===== config.mk =====
export PLATFORM = sky130hd
export DESIGN_NAME = sgpio_led_drv
export DESIGN_NICKNAME = d
export VERILOG_FILES = /design/src/rtl/sgpio_led_drv_pkg.sv /design/src/rtl/sgpio_led_tick.sv /design/src/rtl/sgpio_led_drv.sv
export SDC_FILE = /design/constraint.sdc
export NUM_CORES = 1
export LEC_CHECK = 0
export BUFFER_PORTS_ARGS = -buffer_cell sky130_fd_sc_hd__buf_2
export CORE_MARGIN = 4
export CORE_UTILIZATION = 45
export DETAILED_ROUTE_END_ITERATION = 8
export PLACE_DENSITY = 0.64
export SKIP_LAST_GASP = 1
export SYNTH_ARGS = -nofsm -noshare
export SYNTH_HDL_FRONTEND = slang
export SYNTH_SLANG_ARGS = --single-unit

===== constraint.sdc =====
create_clock -name clk -period 2.5 [get_ports clk]
set_clock_uncertainty 0.05 [all_clocks]
set_input_delay 0.25 -clock clk [delete_from_list [all_inputs] [get_ports clk]]
set_output_delay 0.25 -clock clk [all_outputs]
set_load 0.1 [all_outputs]

===== src/rtl/sgpio_led_drv_pkg.sv =====
// Shared types and default constants for the SGPIO LED pattern generator.
// CLK_KHZ default matches the clock the SGPIO receiver timeout is based on.
package sgpio_led_drv_pkg;

    typedef enum logic [1:0] {
        LED_OFF,
        LED_ON,
        LED_SLOW,
        LED_FAST
    } led_mode_e;

    localparam int DEF_CLK_KHZ      = 25000;
    localparam int DEF_FAST_HALF_MS = 125;
    localparam int DEF_SLOW_HALF_MS = 500;
    localparam int DEF_ACT_HOLD_MS  = 50;

    // Bits needed to hold values 0..max_val (at least one bit).
    function automatic int cnt_width(input int max_val);
        return (max_val < 1) ? 1 : $clog2(max_val + 1);
    endfunction

endpackage


===== src/rtl/sgpio_led_tick.sv =====
// Shared time base: millisecond prescaler plus fast/slow blink phase counters.
// Both phases come out of reset in the on phase so all drives blink together.
module sgpio_led_tick
    import sgpio_led_drv_pkg::*;
#(
    parameter int CLK_KHZ      = DEF_CLK_KHZ,
    parameter int FAST_HALF_MS = DEF_FAST_HALF_MS,
    parameter int SLOW_HALF_MS = DEF_SLOW_HALF_MS
) (
    input  logic clk,
    input  logic rst,
    output logic ms_tick_o,
    output logic fast_ph_o,
    output logic slow_ph_o
);

    localparam int PW = cnt_width(CLK_KHZ - 1);

    logic [PW-1:0] pre_q, pre_d;
    logic          ms_tick;
    logic [1:0]    ph;

    assign ms_tick = (pre_q == PW'(CLK_KHZ - 1));
    assign pre_d   = ms_tick ? '0 : pre_q + PW'(1);

    always_ff @(posedge clk or negedge rst) begin
        if (!rst) begin
            pre_q <= '0;
        end else begin
            pre_q <= pre_d;
        end
    end

    // Index 0 is the fast (locate) phase, index 1 the slow (rebuild) phase.
    genvar gi;
    generate
        for (gi = 0; gi < 2; gi++) begin : g_phase
            localparam int HALF = (gi == 0) ? FAST_HALF_MS : SLOW_HALF_MS;
            localparam int W    = cnt_width(HALF - 1);

            logic [W-1:0] cnt_q, cnt_d;
            logic         ph_q, ph_d;

            always_comb begin
                cnt_d = cnt_q;
                ph_d  = ph_q;
                if (ms_tick) begin
                    if (cnt_q == W'(HALF - 1)) begin
                        cnt_d = '0;
                        ph_d  = ~ph_q;
                    end else begin
                        cnt_d = cnt_q + W'(1);
                    end
                end
            end

            always_ff @(posedge clk or negedge rst) begin
                if (!rst) begin
                    cnt_q <= '0;
                    ph_q  <= 1'b1;
                end else begin
                    cnt_q <= cnt_d;
                    ph_q  <= ph_d;
                end
            end

            assign ph[gi] = ph_q;
        end
    endgenerate

    assign ms_tick_o = ms_tick;
    assign fast_ph_o = ph[0];
    assign slow_ph_o = ph[1];

endmodule


===== src/rtl/sgpio_led_drv.sv =====
// Per-drive activity/status LED driver fed by the SGPIO receiver levels.
// Define SGPIO_LED_ACT_STRETCH_EN to add the activity afterglow hold counters.
module sgpio_led_drv
    import sgpio_led_drv_pkg::*;
#(
    parameter int Drive_num    = 4,
    parameter int CLK_KHZ      = DEF_CLK_KHZ,
    parameter int FAST_HALF_MS = DEF_FAST_HALF_MS,
    parameter int SLOW_HALF_MS = DEF_SLOW_HALF_MS,
    parameter int ACT_HOLD_MS  = DEF_ACT_HOLD_MS
) (
    input  logic                 clk,
    input  logic                 rst,
    input  logic [Drive_num-1:0] drive_fault,
    input  logic [Drive_num-1:0] drive_active,
    input  logic [Drive_num-1:0] drive_rebuild,
    input  logic [Drive_num-1:0] drive_locate,
    output logic [Drive_num-1:0] led_act_n,
    output logic [Drive_num-1:0] led_stat_n
);

    logic                 ms_tick;
    logic                 fast_ph;
    logic                 slow_ph;
    logic [Drive_num-1:0] green;
    logic [Drive_num-1:0] amber;
    logic [Drive_num-1:0] led_act_q;
    logic [Drive_num-1:0] led_stat_q;

    sgpio_led_tick #(
        .CLK_KHZ      (CLK_KHZ),
        .FAST_HALF_MS (FAST_HALF_MS),
        .SLOW_HALF_MS (SLOW_HALF_MS)
    ) u_tick (
        .clk       (clk),
        .rst       (rst),
        .ms_tick_o (ms_tick),
        .fast_ph_o (fast_ph),
        .slow_ph_o (slow_ph)
    );

`ifndef SGPIO_LED_ACT_STRETCH_EN
    logic unused_ok;
    assign unused_ok = &{1'b0, ms_tick, ACT_HOLD_MS[0]};
`endif

    genvar gi;
    generate
        for (gi = 0; gi < Drive_num; gi++) begin : g_drv
            logic      lamp;
            logic      amber_bit;
            led_mode_e mode;

            // All-ones is the receiver's reset/timeout pattern: lamp test.
            assign lamp = drive_fault[gi] & drive_active[gi]
                        & drive_rebuild[gi] & drive_locate[gi];

            always_comb begin
                mode = LED_OFF;
                if (lamp || drive_fault[gi]) begin
                    mode = LED_ON;
                end else if (drive_rebuild[gi]) begin
                    mode = LED_SLOW;
                end else if (drive_locate[gi]) begin
                    mode = LED_FAST;
                end
            end

            always_comb begin
                amber_bit = 1'b0;
                case (mode)
                    LED_ON:   amber_bit = 1'b1;
                    LED_SLOW: amber_bit = slow_ph;
                    LED_FAST: amber_bit = fast_ph;
                    default:  amber_bit = 1'b0;
                endcase
            end

            assign amber[gi] = amber_bit;

`ifdef SGPIO_LED_ACT_STRETCH_EN
            localparam int HW = cnt_width(ACT_HOLD_MS);

            logic          act_q;
            logic [HW-1:0] hold_q, hold_d;

            // A falling edge reload takes precedence over a coincident ms_tick.
            always_comb begin
                hold_d = hold_q;
                if (act_q && !drive_active[gi]) begin
                    hold_d = HW'(ACT_HOLD_MS);
                end else if (ms_tick && (hold_q != '0)) begin
                    hold_d = hold_q - HW'(1);
                end
            end

            always_ff @(posedge clk or negedge rst) begin
                if (!rst) begin
                    act_q  <= 1'b0;
                    hold_q <= '0;
                end else begin
                    act_q  <= drive_active[gi];
                    hold_q <= hold_d;
                end
            end

            // Using the next-state count keeps the LED lit through the fall cycle.
            assign green[gi] = lamp | drive_active[gi] | (hold_d != '0);
`else
            assign green[gi] = lamp | drive_active[gi];
`endif
        end
    endgenerate

    always_ff @(posedge clk or negedge rst) begin
        if (!rst) begin
            led_act_q  <= '0;
            led_stat_q <= '0;
        end else begin
            led_act_q  <= ~green;
            led_stat_q <= ~amber;
        end
    end

    assign led_act_n  = led_act_q;
    assign led_stat_n = led_stat_q;

endmodule


# Word-level counts from Yosys, hierarchy flattened
# Cells that the tools add are included.
# op_classes
n_bitwise,20
add_sub_neg,3
n_eq_ne,15
n_reduce_logical,6
muxes,19
# op_table
cell,n
2-bit 2-to-1 mux,12
"2-bit equality test, second input constant",8
"15-bit by 1-bit adder with 15-bit output, second input constant",1
"15-bit equality test, second input constant",1
15-bit 2-to-1 mux,1
1-bit bitwise AND,12
1-bit case mux with 3 select lines,4
"9-bit by 1-bit adder with 9-bit output, second input constant",1
"9-bit equality test, second input constant",1
9-bit 2-to-1 mux,1
"2-bit by 1-bit equality test with 1-bit output, second input constant",4
4-bit inverter,2
"7-bit by 1-bit adder with 7-bit output, second input constant",1
"7-bit equality test, second input constant",1
7-bit 2-to-1 mux,1
1-bit logical OR,4
1-bit bitwise OR,4
2-bit AND reduction,2
1-bit inverter,2
# totals
word_cells,70
out_inout_bits,8
ff_bits,41

# Longest topological paths before layout
# Gate-level depths: netlist of run 1.
# logic_depth
word_depth,8
ltp_mapped,7
depth_no_buf,5

# Hierarchy
# From an unflattened synthesis of run 1, not the netlist that was laid out.
# unflattened
cells_unflattened,192
area_unflattened_um2,1966.9
# modules_own_cells
module,instances,seq_area_each_um2,area_per_inst_um2,cells_each
sgpio_led_tick,1,828.3,1691.6,172
sgpio_led_drv,1,200.2,275.3,20

# Least setup slack after synthesis of run 1
# Ideal clock, no wire load.
# synth_path
path_type,register -> register
start,reg u_tick.g_phase[1].cnt_q[0]
end,reg u_tick.g_phase[1].cnt_q[6]
slack_ns,0.699
path_stages_with_launch,7
n_path_buf,1
setup_ns,0.124
t_arrival_ns,1.627
cell_sequence,dfrtp_1 -> ha_1 -> inv_1 -> or4_1 -> buf_2 -> and3_1 -> a211o_1
# synth_via
elab_chain_len,2
elab_cells_between_ends,3
classes_between,add/sub (1); eq/ne (1); mux (1)
# synth_rtl
item,line_no,source
from (decl),sgpio_led_tick.sv:41,"logic [W-1:0] cnt_q, cnt_d;"
from (signal assigned),sgpio_led_tick.sv:62,cnt_q <= cnt_d;
9-bit by 1-bit adder with 9-bit output or 9-bit equality test (tied branches),"sgpio_led_tick.sv:52, sgpio_led_tick.sv:48",
9-bit 2-to-1 mux (*),sgpio_led_tick.sv:48,if (cnt_q == W'(HALF - 1)) begin
# Every way passes the cells marked *; elsewhere a longest branch is shown, timed or not.
# A chain may end at the register's enable or synchronous reset.

# Final worst setup path of run 1
# layout_path
start,reg u_tick.pre_q[6]
end,reg u_tick.g_phase[0].cnt_q[6]
# layout_via
elab_chain_len,1
# layout_rtl
item,line_no,source
from (decl),sgpio_led_tick.sv:19,"logic [PW-1:0] pre_q, pre_d;"
from (signal assigned),sgpio_led_tick.sv:30,pre_q <= pre_d;
15-bit equality test,sgpio_led_tick.sv:23,assign ms_tick = (pre_q == PW'(CLK_KHZ - 1));
to (signal assigned),sgpio_led_tick.sv:62,
to (decl),sgpio_led_tick.sv:41,
# Every way passes these cells.

==> key figures, run 1 <==
Outcome
  – Outcome: complete, no violations

Logic synthesis
  – Synth Area in Compound Gates: 0.0964
  – Synth Area in Adders: 0.0264
  – Post-synthesis mux area share: 0.00594
  – Ys Warns: 0
  – Primary FF master, synth: dfrtp_1
  – Yosys reg bits: 41
  – Cells after Synth: 192
  – Synth async-reset ratio: 1.00
  – Syn nets: 214
  – Xor/xnor share of the synthesized area: 0.0693
  – Mapped Avg Cell Area: 9.87 sq um
  – Mapped Area: 1900 sq um
  – Post-synth EDFFs: 0
  – Largest family of logic cells by synthesized area: simple AND/OR/NAND/NOR gates
  – Distinct cells, synth: 32
  – Seq/Total Area, Yosys: 0.543
  – Simple-gate share of the synthesized area: 0.224

Final layout
  – Non-filler cells in the finished layout: 273
  – Fillers: 375
  – Inserted Diodes: 0
  – Most common cell after layout, fill and taps aside: dfrtp_1
  – Fin nets: 244
  – Share of layout cells above drive strength 1: 0.179
  – Area Growth Syn to Fin: 14.5%
  – Commonest cells after routing, fill and taps aside: dfrtp_1 (39), buf_2 (25), nand2_1 (20), nor2_1 (18), o21ai_0 (14)

Power
  – Comb pwr share: 0.073
  – Power per cell area: 540 nW/um^2
  – P_sw: 295 uW
  – Total power: 1.17 mW
  – Pint: 877 uW
  – Worst vdd ir: 0.416 mV
  – Clk pwr share: 0.355
  – Sequential power share: 0.572
  – Switching part of the total: 0.252
  – Lkg Pwr: 0.972 nW

Routing
  – Vias/cell: 5.52
  – WL/cell: 13.4 um
  – Drt first pass iters: 4
  – Post-route antenna net violation count: 0
  – DRC viols: 0
  – Drt initial violations: 93
  – Vias post-DR: 1508
  – Routed wire length: 3660 um

GRT
  – Largest net degree at the start of global routing: 42
  – GRT Total Usage: 0.151
  – Number of global-route vias before repair: 1460
  – Total grt overflow: 0
  – First-pass GRT wire length: 6200 um
  – Initial antenna violation count: 0

Min path
  – Hold Path Class: in2async

Worst setup path
  – Arrival @ worst endpoint: 2.13 ns
  – Type of the worst setup path: reg2reg
  – Crit path required time: 2.66 ns
  – CP Capture Type: register
  – Peak fanout along the critical path: 14
  – Type of origin of the critical path: register

Placed design
  – Port bufs: 25
  – Dpl cells: 265
  – GPL Wtd Cong: 0.931
  – Dpl hpwl: 2610 um

STA
  – Count of final setup violators: 0
  – Normalized max-slew margin: 0.415
  – Actual slew at the worst max-slew pin: 0.878 ns
  – Max Freq: 508 MHz
  – Final period util: 0.787
  – TNS Setup: 0 ns
  – Hold Violations, Final: 0
  – Final min period: 1.97 ns
  – Fin. max-slew vios: 0
  – Min Hold Slack: 0.0206 ns
  – RSZ-0062 raised after global routing: false

Clocking
  – Setup Fix Bufs, Post-CTS: 0
  – Root Driver: clkbuf_8
  – CTS Sinks: 41
  – Later-pin clock latency in the skew report: 0.29 ns
  – H-Tree Level Count: 2
  – CTS Buf Count: 5
  – Worst-path clk slew: 0.08 ns
  – TritonCTS clock tree: yes
  – Post-CTS sizing: 0
  – Hold buffer count at cts: 0
  – Clock Path Buffers: 2

Die
  – Initial core utilization: 0.470
  – Core area: 4030 sq um
  – Top Ports: 26
  – Chip Width: 72.9 um
  – Die H: 72.9 um
  – Row Count: 23
  – Die footprint: 5310 sq um

Job
  – Max-cap violations: 0
## sequential cells by signal, summed over array words and instances (netlist names)
| register | cells |
|---|---|
| led_act_n | 4 |
| u_tick.fast_ph_o | 1 |
| led_stat_n | 4 |
| u_tick.slow_ph_o | 1 |
| u_tick.pre_q | 15 |
| u_tick.g_phase.cnt_q | 16 |
## critical path: stages, from the launching register on
cell and delay [ns]:
dfrtp_1 0.45, nor4_1 0.37, and4_1 0.56, buf_4 0.24, nand3_1 0.07, o21ai_0 0.15
## path summary, 6_finish.rpt
| kind | start | depth (start not counted) | end | slack (ns) |
|---|---|---|---|---|
| worst max-delay path | u_tick.pre_q[6] | 5 | u_tick.g_phase[0].cnt_q[6] | 0.53 |
| worst min-delay path | rst | 1 | u_tick.g_phase[0].cnt_q[5] | 0.02 |
| min in group clk | drive_active[1] | 2 | led_act_n[1] | 0.04 |
| max in group asynchronous | rst | 1 | u_tick.pre_q[12] | 1.82 |
| worst min register to register | u_tick.pre_q[0] | 1 | u_tick.pre_q[0] | 0.41 |
| worst max register to register | u_tick.pre_q[6] | 5 | u_tick.g_phase[0].cnt_q[6] | 0.53 |
## cell families after synthesis
kind of cell | Yosys count
simple gates | 82
flops | 41
fa+ha+maj | 4
xor+xnor | 15
buf+inv | 17
mux | 1
compound gates | 32
## Yosys cell counts, types with 4 or more instances
cell type | count | area [sq um]
and4_1 | 6 | 52.6
a21oi_1 | 8 | 40.0
nand4_1 | 7 | 43.8
a211oi_1 | 4 | 30.0
xnor2_1 | 8 | 70.1
nor2_1 | 18 | 67.6
o21ai_0 | 14 | 70.1
ha_1 | 4 | 50.1
nand3_1 | 11 | 55.1
nand2_1 | 20 | 75.1
xor2_1 | 7 | 61.3
inv_1 | 12 | 45.0
or3_1 | 4 | 25.0
dfrtp_1 | 39 | 976
## per-stage QoR
| step | setup slack (ns) | area, sq um | util |
|---|---|---|---|
| floorplan | 0.699 | 1900 | - |
| global placement | 0.593 | 2080 | 0.517 |
| detailed placement | 0.552 | 2080 | 0.517 |
| CTS | 0.516 | 2170 | 0.539 |
| global route | 0.397 | 2170 | 0.539 |
| finish | 0.532 | 2170 | 0.539 |
## power groups by stage
stage | registers [mW] | logic [mW] | clock network (mW)
after CTS | 0.671 | 0.0876 | 0.432
after global routing | 0.671 | 0.0913 | 0.468
after floorplan | 0.733 | 0.00267 | 0
after global placement | 0.683 | 0.0857 | 0
final | 0.671 | 0.0855 | 0.416
after detailed placement | 0.684 | 0.0875 | 0
## area by class of cell
cell class	instances	area, sq um	area share
clock buffers	5	68.8	0.0317
flip-flops and latches	41	1030	0.474
well taps	50	62.6	0.0288
repair buffers	28	148	0.0680
multi-input cells	134	801	0.369
clock inverters	3	17.5	0.00807
inverters	12	45.0	0.0207
## routing by layer
| metal | up-vias | track usage | wire (um) |
|---|---|---|---|
| li1 | 739 | - | - |
| met1 | 714 | 0.182 | 1620 |
| met2 | 49 | 0.255 | 1760 |
| met3 | 6 | 0.0455 | 218 |
| met4 | 0 | 0.0533 | 53 |
| met5 | - | 0 | 0 |
Power figures use the tool's default switching activity.
==> run 2: changes to the inputs <==
Clock period 2.5 ns to 1.9 ns, I/O delays scaled along.
==> run 2 against run 1 <==
Compared with the run above:
- clock power rose by 96%
- cell count is 5.5% higher
- non-clock buffer count up 15
- flip-flop and latch count is the same
- global-route usage rose by 1.1 points
- final area grew 8.7%
- critical path type unchanged
- sequential share of layout area decreased by 3.8 points
- critical endpoint is now u_tick.g_phase[1].cnt_q[6]
- critical path depth unchanged
- die area is the same
- fmax is 11% higher
==> key figures, run 2 (synthesis results as in run 1) <==
GRT
  – Number of global-route vias before repair: 1554 (+6.4%)
  – GRT Total Usage: 0.162 (+0.0114)
  – First-pass GRT wire length: 6780 um (+9.3%)
  – Largest net degree at the start of global routing: 42 (unchanged)
  – Total grt overflow: 0 (unchanged)
  – Initial antenna violation count: 0 (unchanged)

STA
  – Hold Violations, Final: 0 (unchanged)
  – Final period util: 0.932 (+0.145)
  – RSZ-0062 raised after global routing: false
  – Count of final setup violators: 0 (unchanged)
  – Max Freq: 565 MHz (+11%)
  – Fin. max-slew vios: 0 (unchanged)
  – TNS Setup: 0 ns (unchanged)
  – Actual slew at the worst max-slew pin: 0.509 ns (-0.369 ns)
  – Final WS setup: 0.129 ns (-0.403 ns)
  – Normalized max-slew margin: 0.661 (+0.246)
  – Final min period: 1.77 ns (-0.197 ns)

Final layout
  – Post-route cell area: 2360 sq um (+8.7%)
  – Max reg flops: 16 (unchanged)
  – Share of layout cells above drive strength 1: 0.206 (+0.0265)
  – Non-filler cells in the finished layout: 288 (+5.5%)
  – Fillers: 357 (-4.8%)
  – Most common cell after layout, fill and taps aside: dfrtp_1
  – Area Growth Syn to Fin: 24.5%
  – Commonest cells after routing, fill and taps aside: dfrtp_1 (39), buf_2 (25), nand2_1 (20), nor2_1 (17), o21ai_0 (14)
  – Inserted Diodes: 0 (unchanged)
  – Top reg by flops: u_tick.g_phase.cnt_q
  – Biggest regs: u_tick.g_phase.cnt_q (16), u_tick.pre_q (15)
  – Fin nets: 259 (+6.1%)

Worst setup path
  – Slowest cell on crit path: or4_1
  – Arrival @ worst endpoint: 1.89 ns (-0.24 ns)
  – Crit path required time: 2.02 ns (-0.64 ns)
  – Type of origin of the critical path: register
  – CP Capture Type: register
  – Type of the worst setup path: reg2reg
  – Crit path largest cell delay: 0.51 ns (-0.05 ns)
  – Peak fanout along the critical path: 4 (-10)
  – Critical Path, Cell by Cell: ha_2, inv_1, or4_1, and3_1, a211o_1
  – FF-to-FF setup slack: 0.13 ns (-0.40 ns)

Placed design
  – GPL Wtd Cong: 0.911 (-2.1%)
  – Dpl cells: 271 (+2.3%)
  – Dpl cell area: 2130 sq um (+2.2%)
  – Dpl hpwl: 2740 um (+5.0%)
  – Port bufs: 25 (unchanged)
  – Dpl ws: 0.110 ns (-0.442 ns)

Die
  – Initial core utilization: 0.470 (unchanged)
  – Core area: 4030 sq um (unchanged)
  – Die H: 72.9 um (unchanged)
  – Top Ports: 26 (unchanged)
  – Row Count: 23 (unchanged)
  – Chip Width: 72.9 um (unchanged)
  – Die footprint: 5310 sq um (unchanged)

Clocking
  – Worst-path clk slew: 0.08 ns (about the same)
  – Root Driver: clkbuf_8
  – CTS Sinks: 41 (unchanged)
  – Later-pin clock latency in the skew report: 0.29 ns (about the same)
  – H-Tree Level Count: 2 (unchanged)
  – TritonCTS clock tree: yes
  – CTS Buf Count: 5 (unchanged)
  – Clock Path Buffers: 2 (unchanged)

Power
  – Lkg Pwr: 1.06 nW (+9.2%)
  – Total power: 1.83 mW (+56%)
  – Power per cell area: 775 nW/um^2 (+43%)
  – Worst vdd ir: 0.404 mV (-2.8%)

Routing
  – Routed wire length: 3840 um (+5.1%)
  – Drt initial violations: 164 (+76%)
  – WL/cell: 13.3 um (-0.41%)
  – DRC viols: 0 (unchanged)
  – Vias/cell: 5.34 (-3.3%)
  – Vias post-DR: 1538 (+2.0%)
  – Drt first pass iters: 4 (unchanged)
  – Post-route antenna net violation count: 0 (unchanged)

Outcome
  – Outcome: complete, no violations

Job
  – Max-cap violations: 0 (unchanged)

Min path
  – Hold Path Class: in2reg
## run 2: cell type report
cell class | instances | area [sq um] | area share
Tap cell | 50 | 62.6 | 0.0265
Timing Repair Buffer | 43 | 283 | 0.120
Clock inverter | 3 | 65.1 | 0.0276
Multi-Input combinational cell | 134 | 807 | 0.342
Clock buffer | 5 | 68.8 | 0.0292
Inverter | 12 | 45.0 | 0.0191
Sequential cell | 41 | 1030 | 0.436
## run 2: routing by layer
layer  routed length [um]  vias to the layer above  track usage
li1                     -                      757            -
met1                 1690                      736        0.189
met2                 1880                       36        0.287
met3                  211                        9       0.0413
met4                   61                        0       0.0574
met5                    0                        -            0
## run 2: metrics by stage
| step | util | hold slack [ns] |
|---|---|---|
| floorplan | - | -0.156 |
| global placement | 0.529 | 0.226 |
| detailed placement | 0.529 | 0.230 |
| CTS | 0.584 | 0.0297 |
| global route | 0.586 | 0.0347 |
| finish | 0.586 | 0.0343 |
## run 2: report_power, final
part | leakage (nW) | internal (mW) | switching [mW]
combinational | 0.460 | 0.0332 | 0.0951
sequential | 0.533 | 0.880 | 0.00172
clock | 0.0681 | 0.522 | 0.295
total | 1.06 | 1.44 | 0.392
## run 2: final timing paths
kind | startpoint | to | cells past startpoint
setup / recovery | u_tick.g_phase[1].cnt_q[0] | u_tick.g_phase[1].cnt_q[6] | 5
hold / removal | drive_rebuild[0] | led_stat_n[0] | 2
setup reg to reg | u_tick.g_phase[1].cnt_q[0] | u_tick.g_phase[1].cnt_q[6] | 5
hold reg to reg | u_tick.pre_q[0] | u_tick.pre_q[0] | 1
max in group asynchronous | rst | u_tick.slow_ph_o | 3
min in group asynchronous | rst | u_tick.g_phase[0].cnt_q[5] | 3
## run 2: worst max-delay path, delay by kind of cell (launching register included)
family                   cells  cell delay (ns)
flip-flops                   1             0.39
adder cells (fa/ha/maj)      1             0.21
AND/OR/NAND/NOR              2             0.69
AO/OA/AOI/OAI                1             0.27
buffers and inverters        1             0.06
## run 2: repair_timing
item,in CTS,in global routing
endpoints found under the setup margin,0,4
setup buffers,0,0
hold buffers,9,0
hold endpoints to repair,47,0
resized for setup,0,3
